**src/rtl/mips_pkg.sv**
```systemverilog
// Shared MIPS pipeline definitions: datapath widths, the zero register, write-back FSM states.
// Latency: n/a (types and constants only).
// Backpressure: n/a.
package mips_pkg;

    localparam int MIPS_DATA_W = 32;
    localparam int MIPS_ADDR_W = 5;
    localparam int REG_ZERO    = 0;

    typedef enum logic [0:0] {
        IDLE      = 1'b0,
        WAIT_LOAD = 1'b1
    } wb_state_t;

endpackage

```
**src/rtl/wb_stage_if.sv**
```systemverilog
// EX/MEM -> WB bundle, data-memory read response, and register-file write-back outputs.
// Latency: n/a (wiring only).
// Backpressure: stall_out flows back to the upstream stages.
interface wb_stage_if #(
    parameter int DATA_W = 32,
    parameter int ADDR_W = 5,
    parameter int CNT_W  = 32
);
    logic              valid_in;
    logic              RegWriteM;
    logic              MemtoRegM;
    logic [ADDR_W-1:0] write_addr_M;
    logic [DATA_W-1:0] ALUout_M;
    logic              dmem_rvalid;
    logic [DATA_W-1:0] dmem_rdata;
    logic              RegWriteW;
    logic [ADDR_W-1:0] wb_addr;
    logic [DATA_W-1:0] wb_data;
    logic              stall_out;
    logic              load_err;
    logic [CNT_W-1:0]  instret;

    // Upstream pipeline + memory side
    modport master (
        output valid_in, RegWriteM, MemtoRegM, write_addr_M, ALUout_M,
        output dmem_rvalid, dmem_rdata,
        input  RegWriteW, wb_addr, wb_data, stall_out, load_err, instret
    );

    // Write-back stage side
    modport slave (
        input  valid_in, RegWriteM, MemtoRegM, write_addr_M, ALUout_M,
        input  dmem_rvalid, dmem_rdata,
        output RegWriteW, wb_addr, wb_data, stall_out, load_err, instret
    );
endinterface

```
**src/rtl/wb_timeout_ctr.sv**
```systemverilog
// Counts stall cycles spent on one outstanding load; flags when the budget is used up.
// Latency: expired is combinational from the registered count.
// Backpressure: none; clr has priority over en.
module wb_timeout_ctr #(
    parameter int TIMEOUT_CYC = 16
) (
    input  logic CLK,
    input  logic RST_N,
    input  logic clr,
    input  logic en,
    output logic expired
);
    localparam int CW = (TIMEOUT_CYC > 1) ? $clog2(TIMEOUT_CYC) : 1;

    logic [CW-1:0] cnt_q, cnt_d;

    // Next count: clear wins, otherwise step while enabled
    always_comb begin
        cnt_d = cnt_q;
        if (clr) begin
            cnt_d = '0;
        end else if (en) begin
            cnt_d = cnt_q + CW'(1);
        end
    end

    // Count register
    always_ff @(posedge CLK or negedge RST_N) begin
        if (!RST_N) begin
            cnt_q <= '0;
        end else begin
            cnt_q <= cnt_d;
        end
    end

    assign expired = (cnt_q == CW'(TIMEOUT_CYC - 1));

endmodule

```
**src/rtl/wb_stage.sv**
```systemverilog
// MEM/WB register, ALU/load result select, load wait with timeout, retired-instruction count.
// Latency: 1 cycle for ALU ops and zero-wait loads; loads retire the edge after dmem_rvalid.
// Backpressure: stall_out (combinational) holds IF..MEM while a load waits for its data.
module wb_stage
    import mips_pkg::*;
#(
    parameter int DATA_W      = MIPS_DATA_W,
    parameter int ADDR_W      = MIPS_ADDR_W,
    parameter int TIMEOUT_CYC = 16,
    parameter int CNT_W       = 32
) (
    input  logic       CLK,
    input  logic       RST_N,
    wb_stage_if.slave  bus
);

    wb_state_t         state_q, state_d;
    logic              regwrite_q, regwrite_d;
    logic [ADDR_W-1:0] wb_addr_q, wb_addr_d;
    logic [DATA_W-1:0] wb_data_q, wb_data_d;
    logic              load_err_q, load_err_d;
    logic [CNT_W-1:0]  instret_q, instret_d;
    logic [ADDR_W-1:0] ld_addr_q, ld_addr_d;
    logic              ld_we_q, ld_we_d;
    logic              stall;
    logic              to_clr, to_en, to_expired;

    // The count tracks stall cycles for the current load, the presentation cycle included,
    // so expiry lands after exactly TIMEOUT_CYC stalled cycles.
    wb_timeout_ctr #(.TIMEOUT_CYC(TIMEOUT_CYC)) u_timeout (
        .CLK     (CLK),
        .RST_N   (RST_N),
        .clr     (to_clr),
        .en      (to_en),
        .expired (to_expired)
    );

    // Next-state, MEM/WB register contents and stall request
    always_comb begin
        state_d    = state_q;
        regwrite_d = 1'b0;
        wb_addr_d  = wb_addr_q;
        wb_data_d  = wb_data_q;
        load_err_d = load_err_q;
        instret_d  = instret_q;
        ld_addr_d  = ld_addr_q;
        ld_we_d    = ld_we_q;
        stall      = 1'b0;
        to_clr     = 1'b1;
        to_en      = 1'b0;
        unique case (state_q)
            IDLE: begin
                if (bus.valid_in) begin
                    if (!bus.MemtoRegM || bus.dmem_rvalid) begin
                        regwrite_d = bus.RegWriteM && (bus.write_addr_M != ADDR_W'(REG_ZERO));
                        wb_addr_d  = bus.write_addr_M;
                        wb_data_d  = bus.MemtoRegM ? bus.dmem_rdata : bus.ALUout_M;
                        instret_d  = instret_q + CNT_W'(1);
                    end else begin
                        ld_addr_d = bus.write_addr_M;
                        ld_we_d   = bus.RegWriteM;
                        state_d   = WAIT_LOAD;
                        stall     = 1'b1;
                        to_clr    = 1'b0;
                        to_en     = 1'b1;
                    end
                end
            end
            WAIT_LOAD: begin
                to_clr = 1'b0;
                stall  = !bus.dmem_rvalid;
                if (bus.dmem_rvalid) begin
                    regwrite_d = ld_we_q && (ld_addr_q != ADDR_W'(REG_ZERO));
                    wb_addr_d  = ld_addr_q;
                    wb_data_d  = bus.dmem_rdata;
                    instret_d  = instret_q + CNT_W'(1);
                    state_d    = IDLE;
                end else if (to_expired) begin
                    // Abandon the load: retire it as failed without a register write
                    load_err_d = 1'b1;
                    instret_d  = instret_q + CNT_W'(1);
                    state_d    = IDLE;
                end else begin
                    to_en = 1'b1;
                end
            end
            default: state_d = IDLE;
        endcase
    end

    // State and MEM/WB registers
    always_ff @(posedge CLK or negedge RST_N) begin
        if (!RST_N) begin
            state_q    <= IDLE;
            regwrite_q <= 1'b0;
            wb_addr_q  <= '0;
            wb_data_q  <= '0;
            load_err_q <= 1'b0;
            instret_q  <= '0;
            ld_addr_q  <= '0;
            ld_we_q    <= 1'b0;
        end else begin
            state_q    <= state_d;
            regwrite_q <= regwrite_d;
            wb_addr_q  <= wb_addr_d;
            wb_data_q  <= wb_data_d;
            load_err_q <= load_err_d;
            instret_q  <= instret_d;
            ld_addr_q  <= ld_addr_d;
            ld_we_q    <= ld_we_d;
        end
    end

    // Stall is forced low while reset is asserted, even if a load sits in EX/MEM
    assign bus.stall_out = stall && RST_N;
    assign bus.RegWriteW = regwrite_q;
    assign bus.wb_addr   = wb_addr_q;
    assign bus.wb_data   = wb_data_q;
    assign bus.load_err  = load_err_q;
    assign bus.instret   = instret_q;

endmodule

```
**src/flat_wrapper.sv**
```systemverilog
// flat-port wrapper written by rule: the top's interface ports become plain ports
module wb_stage_flat import mips_pkg::*;
#(
    parameter int DATA_W      = MIPS_DATA_W,
    parameter int ADDR_W      = MIPS_ADDR_W,
    parameter int TIMEOUT_CYC = 16,
    parameter int CNT_W       = 32
)
  (CLK, RST_N, bus_valid_in, bus_RegWriteM, bus_MemtoRegM, bus_write_addr_M, bus_ALUout_M, bus_dmem_rvalid, bus_dmem_rdata, bus_RegWriteW, bus_wb_addr, bus_wb_data, bus_stall_out, bus_load_err, bus_instret);
  wb_stage_if #(.DATA_W(DATA_W), .ADDR_W(ADDR_W), .CNT_W(CNT_W)) bus_i ();
  input  logic CLK;
  input  logic RST_N;
  input wire logic [$bits(bus_i.valid_in)-1:0] bus_valid_in;
  input wire logic [$bits(bus_i.RegWriteM)-1:0] bus_RegWriteM;
  input wire logic [$bits(bus_i.MemtoRegM)-1:0] bus_MemtoRegM;
  input wire logic [$bits(bus_i.write_addr_M)-1:0] bus_write_addr_M;
  input wire logic [$bits(bus_i.ALUout_M)-1:0] bus_ALUout_M;
  input wire logic [$bits(bus_i.dmem_rvalid)-1:0] bus_dmem_rvalid;
  input wire logic [$bits(bus_i.dmem_rdata)-1:0] bus_dmem_rdata;
  output wire logic [$bits(bus_i.RegWriteW)-1:0] bus_RegWriteW;
  output wire logic [$bits(bus_i.wb_addr)-1:0] bus_wb_addr;
  output wire logic [$bits(bus_i.wb_data)-1:0] bus_wb_data;
  output wire logic [$bits(bus_i.stall_out)-1:0] bus_stall_out;
  output wire logic [$bits(bus_i.load_err)-1:0] bus_load_err;
  output wire logic [$bits(bus_i.instret)-1:0] bus_instret;
  assign bus_i.valid_in = bus_valid_in;
  assign bus_i.RegWriteM = bus_RegWriteM;
  assign bus_i.MemtoRegM = bus_MemtoRegM;
  assign bus_i.write_addr_M = bus_write_addr_M;
  assign bus_i.ALUout_M = bus_ALUout_M;
  assign bus_i.dmem_rvalid = bus_dmem_rvalid;
  assign bus_i.dmem_rdata = bus_dmem_rdata;
  assign bus_RegWriteW = bus_i.RegWriteW;
  assign bus_wb_addr = bus_i.wb_addr;
  assign bus_wb_data = bus_i.wb_data;
  assign bus_stall_out = bus_i.stall_out;
  assign bus_load_err = bus_i.load_err;
  assign bus_instret = bus_i.instret;
  wb_stage #(.DATA_W(DATA_W), .ADDR_W(ADDR_W), .TIMEOUT_CYC(TIMEOUT_CYC), .CNT_W(CNT_W)) u_core (.CLK(CLK), .RST_N(RST_N), .bus(bus_i));
endmodule
```
**config.mk**
```make
export PLATFORM = sky130hd
export DESIGN_NAME = wb_stage_flat
export DESIGN_NICKNAME = d
export VERILOG_FILES = /design/src/rtl/mips_pkg.sv /design/src/rtl/wb_stage_if.sv /design/src/rtl/wb_timeout_ctr.sv /design/src/rtl/wb_stage.sv /design/src/flat_wrapper.sv
export SDC_FILE = /design/constraint.sdc
export NUM_CORES = 1
export LEC_CHECK = 0
export ABC_AREA = 1
export CORE_ASPECT_RATIO = 1.2
export CORE_MARGIN = 3
export CORE_UTILIZATION = 49
export DETAILED_ROUTE_END_ITERATION = 10
export PLACE_DENSITY = 0.86
export SLEW_MARGIN = 10
export SYNTH_ARGS = -nofsm -noshare
export SYNTH_HDL_FRONTEND = slang
export SYNTH_SLANG_ARGS = --single-unit
```
**constraint.sdc**
```tcl
create_clock -name CLK -period 4.05 [get_ports CLK]
set_input_delay 0.81 -clock CLK [delete_from_list [all_inputs] [get_ports CLK]]
set_output_delay 0.81 -clock CLK [all_outputs]
set_load 0.05 [all_outputs]
```
==> metrics list <==
- The run finished with clean final reports.
* Antenna-violating nets left: 0
- Max-cap viol count: 0
- Number of instances in the synthesized netlist: ~500
- Clock tree synthesis inserted a total of 9 buffers.
* Post-DR wirelength/cell: around 15 um
- Using the TritonRoute via totals, the vias-per-cell ratio works out to between 5 and 6.
* Placed inst area: about 5700 um^2
* Worst path max stage delay: 470 ps
- 1st-iter DRT viols: 287
* CP cell instances: clkdlybuf4s50_1, inv_2, nand3_1, a21boi_0, buf_12
* Buf/Inv on CP: 3
* Global-route wire length before repair: roughly 19,000 um
- CTS saw slightly above 80 sinks.
- The number of nets in the synthesized netlist is slightly below 600.
- The final max-slew violation count came to 0.
- Setup total negative slack: 0 ps
* Maximum number of pins on one net before global-route repair: 45
* CTS Hold Bufs: 0
- The share of the Yosys chip area taken by registers is 0.4974.
- Number of vias after detailed routing: 4,078
- Buffers added to address setup during post-CTS repair amount to 0.
- The die covers about 9600 um^2.
* Adder-cell area share of the yosys netlist: 0.006066
- Number of detailed-routing iterations run before antenna repair: 7
- Simple-gate share of the synthesized area: 0.2769
- Yosys synthesis warning count: 0
- Cell at the root of the clock tree: clkbuf_8
- #FFs+latches synth: 82
* I/O pin cnt: between 100 and 150
- The initial utilization of the core area, before any placement, comes to 0.5060.
- At the end of the flow, the number of nets in the layout was 728.
* Die Ht: 106.5 um
- Based on the critical path, the design can be clocked at up to roughly 340 MHz.
* Setup crit start kind: input port
- Mux share of post-synthesis cell area: 0.002730
* Post_cts resized: 0
- Layout cell share with drive strength beyond 1: 0.06250
- Total power divided by cell area: about 510 nW/um^2
- Dominant combinational cell family by area after synthesis: simple AND/OR/NAND/NOR gates
- A synthesized cell averages 8.137 um^2.
- Number of different library cells in the post-synthesis netlist: 32
* Total DRC errors in the routed layout: 0
* Classification of the worst setup path: input port to primary output
- Counting along the longest clock path gives a buffer depth of 2.
- Setup repair after global routing left no endpoint under its margin.
- Core Area: 8153 um^2
- The clock arrives with 10.36 ps of skew.
* Synth top area share: 0.4974
- TritonCTS clock tree: done
- Worst min-delay path category: register to register
* Total track usage: 0.2520
* DRT Wirelength: ~12,000 um
* Endpoint required time on the critical path: approximately 3200 ps
- At the later pin of the worst-skew pair, clock insertion delay measures ~360 ps.
- The initial antenna violation count came to 0.
* Worst vdd ir: 0.5843 mV
- For the pin with the worst max-slew slack, the measured transition is roughly 650 ps.
- Crit path time final: just under 3000 ps
* Row cnt: 36
- The number of global-route vias before repair is around 4,000.
- After routing the design area is roughly 5900 um^2.
* Category of cells accounting for the largest share of critical-path delay: buffers and inverters
* Final period utilization: 0.7232
* Count of final hold-check violations: 0
- Synthesis-to-finish area growth: 42.10%
- Placer Congestion: just under 0.9
- The die is approximately 90 um wide.
- Post-synthesis compound-gate area fraction: 0.1119
- Gr ovfl total: 0
* CTS H-tree depth: 3
* Leakage power: 0.002503 uW
- The number of antenna diodes in the final layout is 0.
- Top post-synthesis cells by area: dfrtp_1 (50%), nand2_1 (12%), nor2_1 (6.2%), a31oi_1 (5.6%), o21ai_0 (4.9%)
* CTS clk-pin slew, worst paths: ~70 ps
* Post-synthesis share of cell area spent on xor and xnor gates: 0.04034
* Arr. time, crit path: about 2100 ps
- Final Setup Violations: 0
- The slowest stage of the critical path belongs to the cell clkdlybuf4s50_1.
- Measured against its own limit, the worst slew margin works out to 0.5629.
* Cell accounting for the most synthesized area: dfrtp_1
- Number of buffer cells added on primary ports: around 150
- Critical path fanouts, max: 5
- CP Capture Type: primary output
- The mapped netlist covers about 4100 um^2.
- Detailed placement HPWL: ~8600 um
[per-layer routing]
layer  up-vias  GRT usage  wire, um
met5         -          0         0
met1      1915     0.3088      4641
met4         0    0.09967       300
met2       187     0.4339      5749
met3        25    0.05662       868
li1       1951          -         -
[registers in the layout, summed over array words and instances, names as in the netlist]
name,count
u_core.ld_addr_q,5
u_core.bus.instret,32
u_core.state_q,1
u_core.ld_we_q,1
u_core.bus.wb_addr,5
u_core.u_timeout.cnt_q,4
u_core.bus.RegWriteW,1
u_core.bus.wb_data,32
u_core.bus.load_err,1
[synth_stat cells]
| master | n |
|---|---|
| a21boi_0 | 1 |
| a21oi_1 | 3 |
| a31oi_1 | 37 |
| and3_1 | 1 |
| buf_2 | 6 |
| buf_4 | 1 |
| buf_6 | 4 |
| buf_8 | 1 |
| clkbuf_1 | 8 |
| dfrtp_1 | 82 |
| ha_1 | 2 |
| inv_1 | 33 |
| inv_2 | 4 |
| mux2_2 | 1 |
| nand2_1 | 137 |
| nand2_2 | 3 |
| nand2_4 | 1 |
| nand3_1 | 25 |
| nand3_2 | 1 |
| nand3b_1 | 3 |
| nand4_1 | 8 |
| nor2_1 | 68 |
| nor2_2 | 2 |
| nor2_4 | 3 |
| nor3_1 | 8 |
| nor3_2 | 2 |
| nor3_4 | 1 |
| nor4_1 | 1 |
| o21ai_0 | 40 |
| o21bai_1 | 1 |
| xnor2_1 | 7 |
| xor2_1 | 12 |
[worst reg2reg max path, stage by stage, from the launching register on]
cell and delay [ps]:
dfrtp_1 390, inv_2 150, nor2_2 60, inv_1 80, nand2_1 70, inv_2 480, buf_4 340, nor2_1 60
a31oi_1 140
[stage by stage]
stage,setup WS [ps],hold slack [ps],util,cells,total power (uW)
after global placement,1087,475.9,0.6948,754,2370
after global routing,1008,509.1,0.7190,770,3129
after floorplan,1013,453.5,-,507,1921
final,1121,488.6,0.7190,770,2982
after detailed placement,1061,485.8,0.6948,754,2392
after CTS,1088,502.0,0.7190,770,2998
[layout by cell type, fill, tap and decap left out, types with 2 or more instances in the layout]
master,Yosys,routed
nand3b_1,3,3
nand2_1,137,137
inv_1,33,33
ha_1,2,2
nor3_1,8,8
a31oi_1,37,37
clkdlybuf4s50_1,0,144
nor2_1,68,67
nor2_2,2,3
xnor2_1,7,7
buf_4,1,8
nand4_1,8,8
nand2_2,3,3
o21ai_0,40,40
nor3_2,2,2
nand3_1,25,25
nor2_4,3,3
inv_2,4,4
dfrtp_1,82,82
clkbuf_1,8,3
xor2_1,12,12
a21oi_1,3,3
clkbuf_8,0,11
[report_power, final]
group / switching [uW] / total, uW / internal [uW]
combinational: 835 / 1270 / 430
clock: 286 / 605 / 319
sequential: 141 / 1110 / 971
total: 1260 / 2980 / 1720
[final timing paths]
kind | slack [ps] | startpoint | cells after the start | end
max | 1120 | bus_dmem_rvalid | 5 | bus_stall_out
min | 490 | u_core.bus.load_err | 1 | u_core.bus.load_err
max reg2reg | 2180 | u_core.state_q | 8 | u_core.bus.wb_data[17]
min reg2reg | 490 | u_core.bus.load_err | 1 | u_core.bus.load_err
max in group asynchronous | 2560 | RST_N | 3 | u_core.bus.load_err
min in group asynchronous | 570 | RST_N | 2 | u_core.bus.instret[18]
[cell type report]
type                            count  area, um^2
Inverter                           37       138.9
Multi-Input combinational cell    368        1809
Sequential cell                    82        2052
Fill cell                         626        2291
Timing Repair Buffer              153        1521
Tap cell                          114       142.6
Clock inverter                      2       35.03
Clock buffer                       14       162.7
[cells by family after synthesis]
group,Yosys count
fa+ha+maj,2
mux,1
simple gates,264
flops,82
xor+xnor,19
buf+inv,57
compound gates,82
No activity file was read; power rests on OpenSTA's default activity.
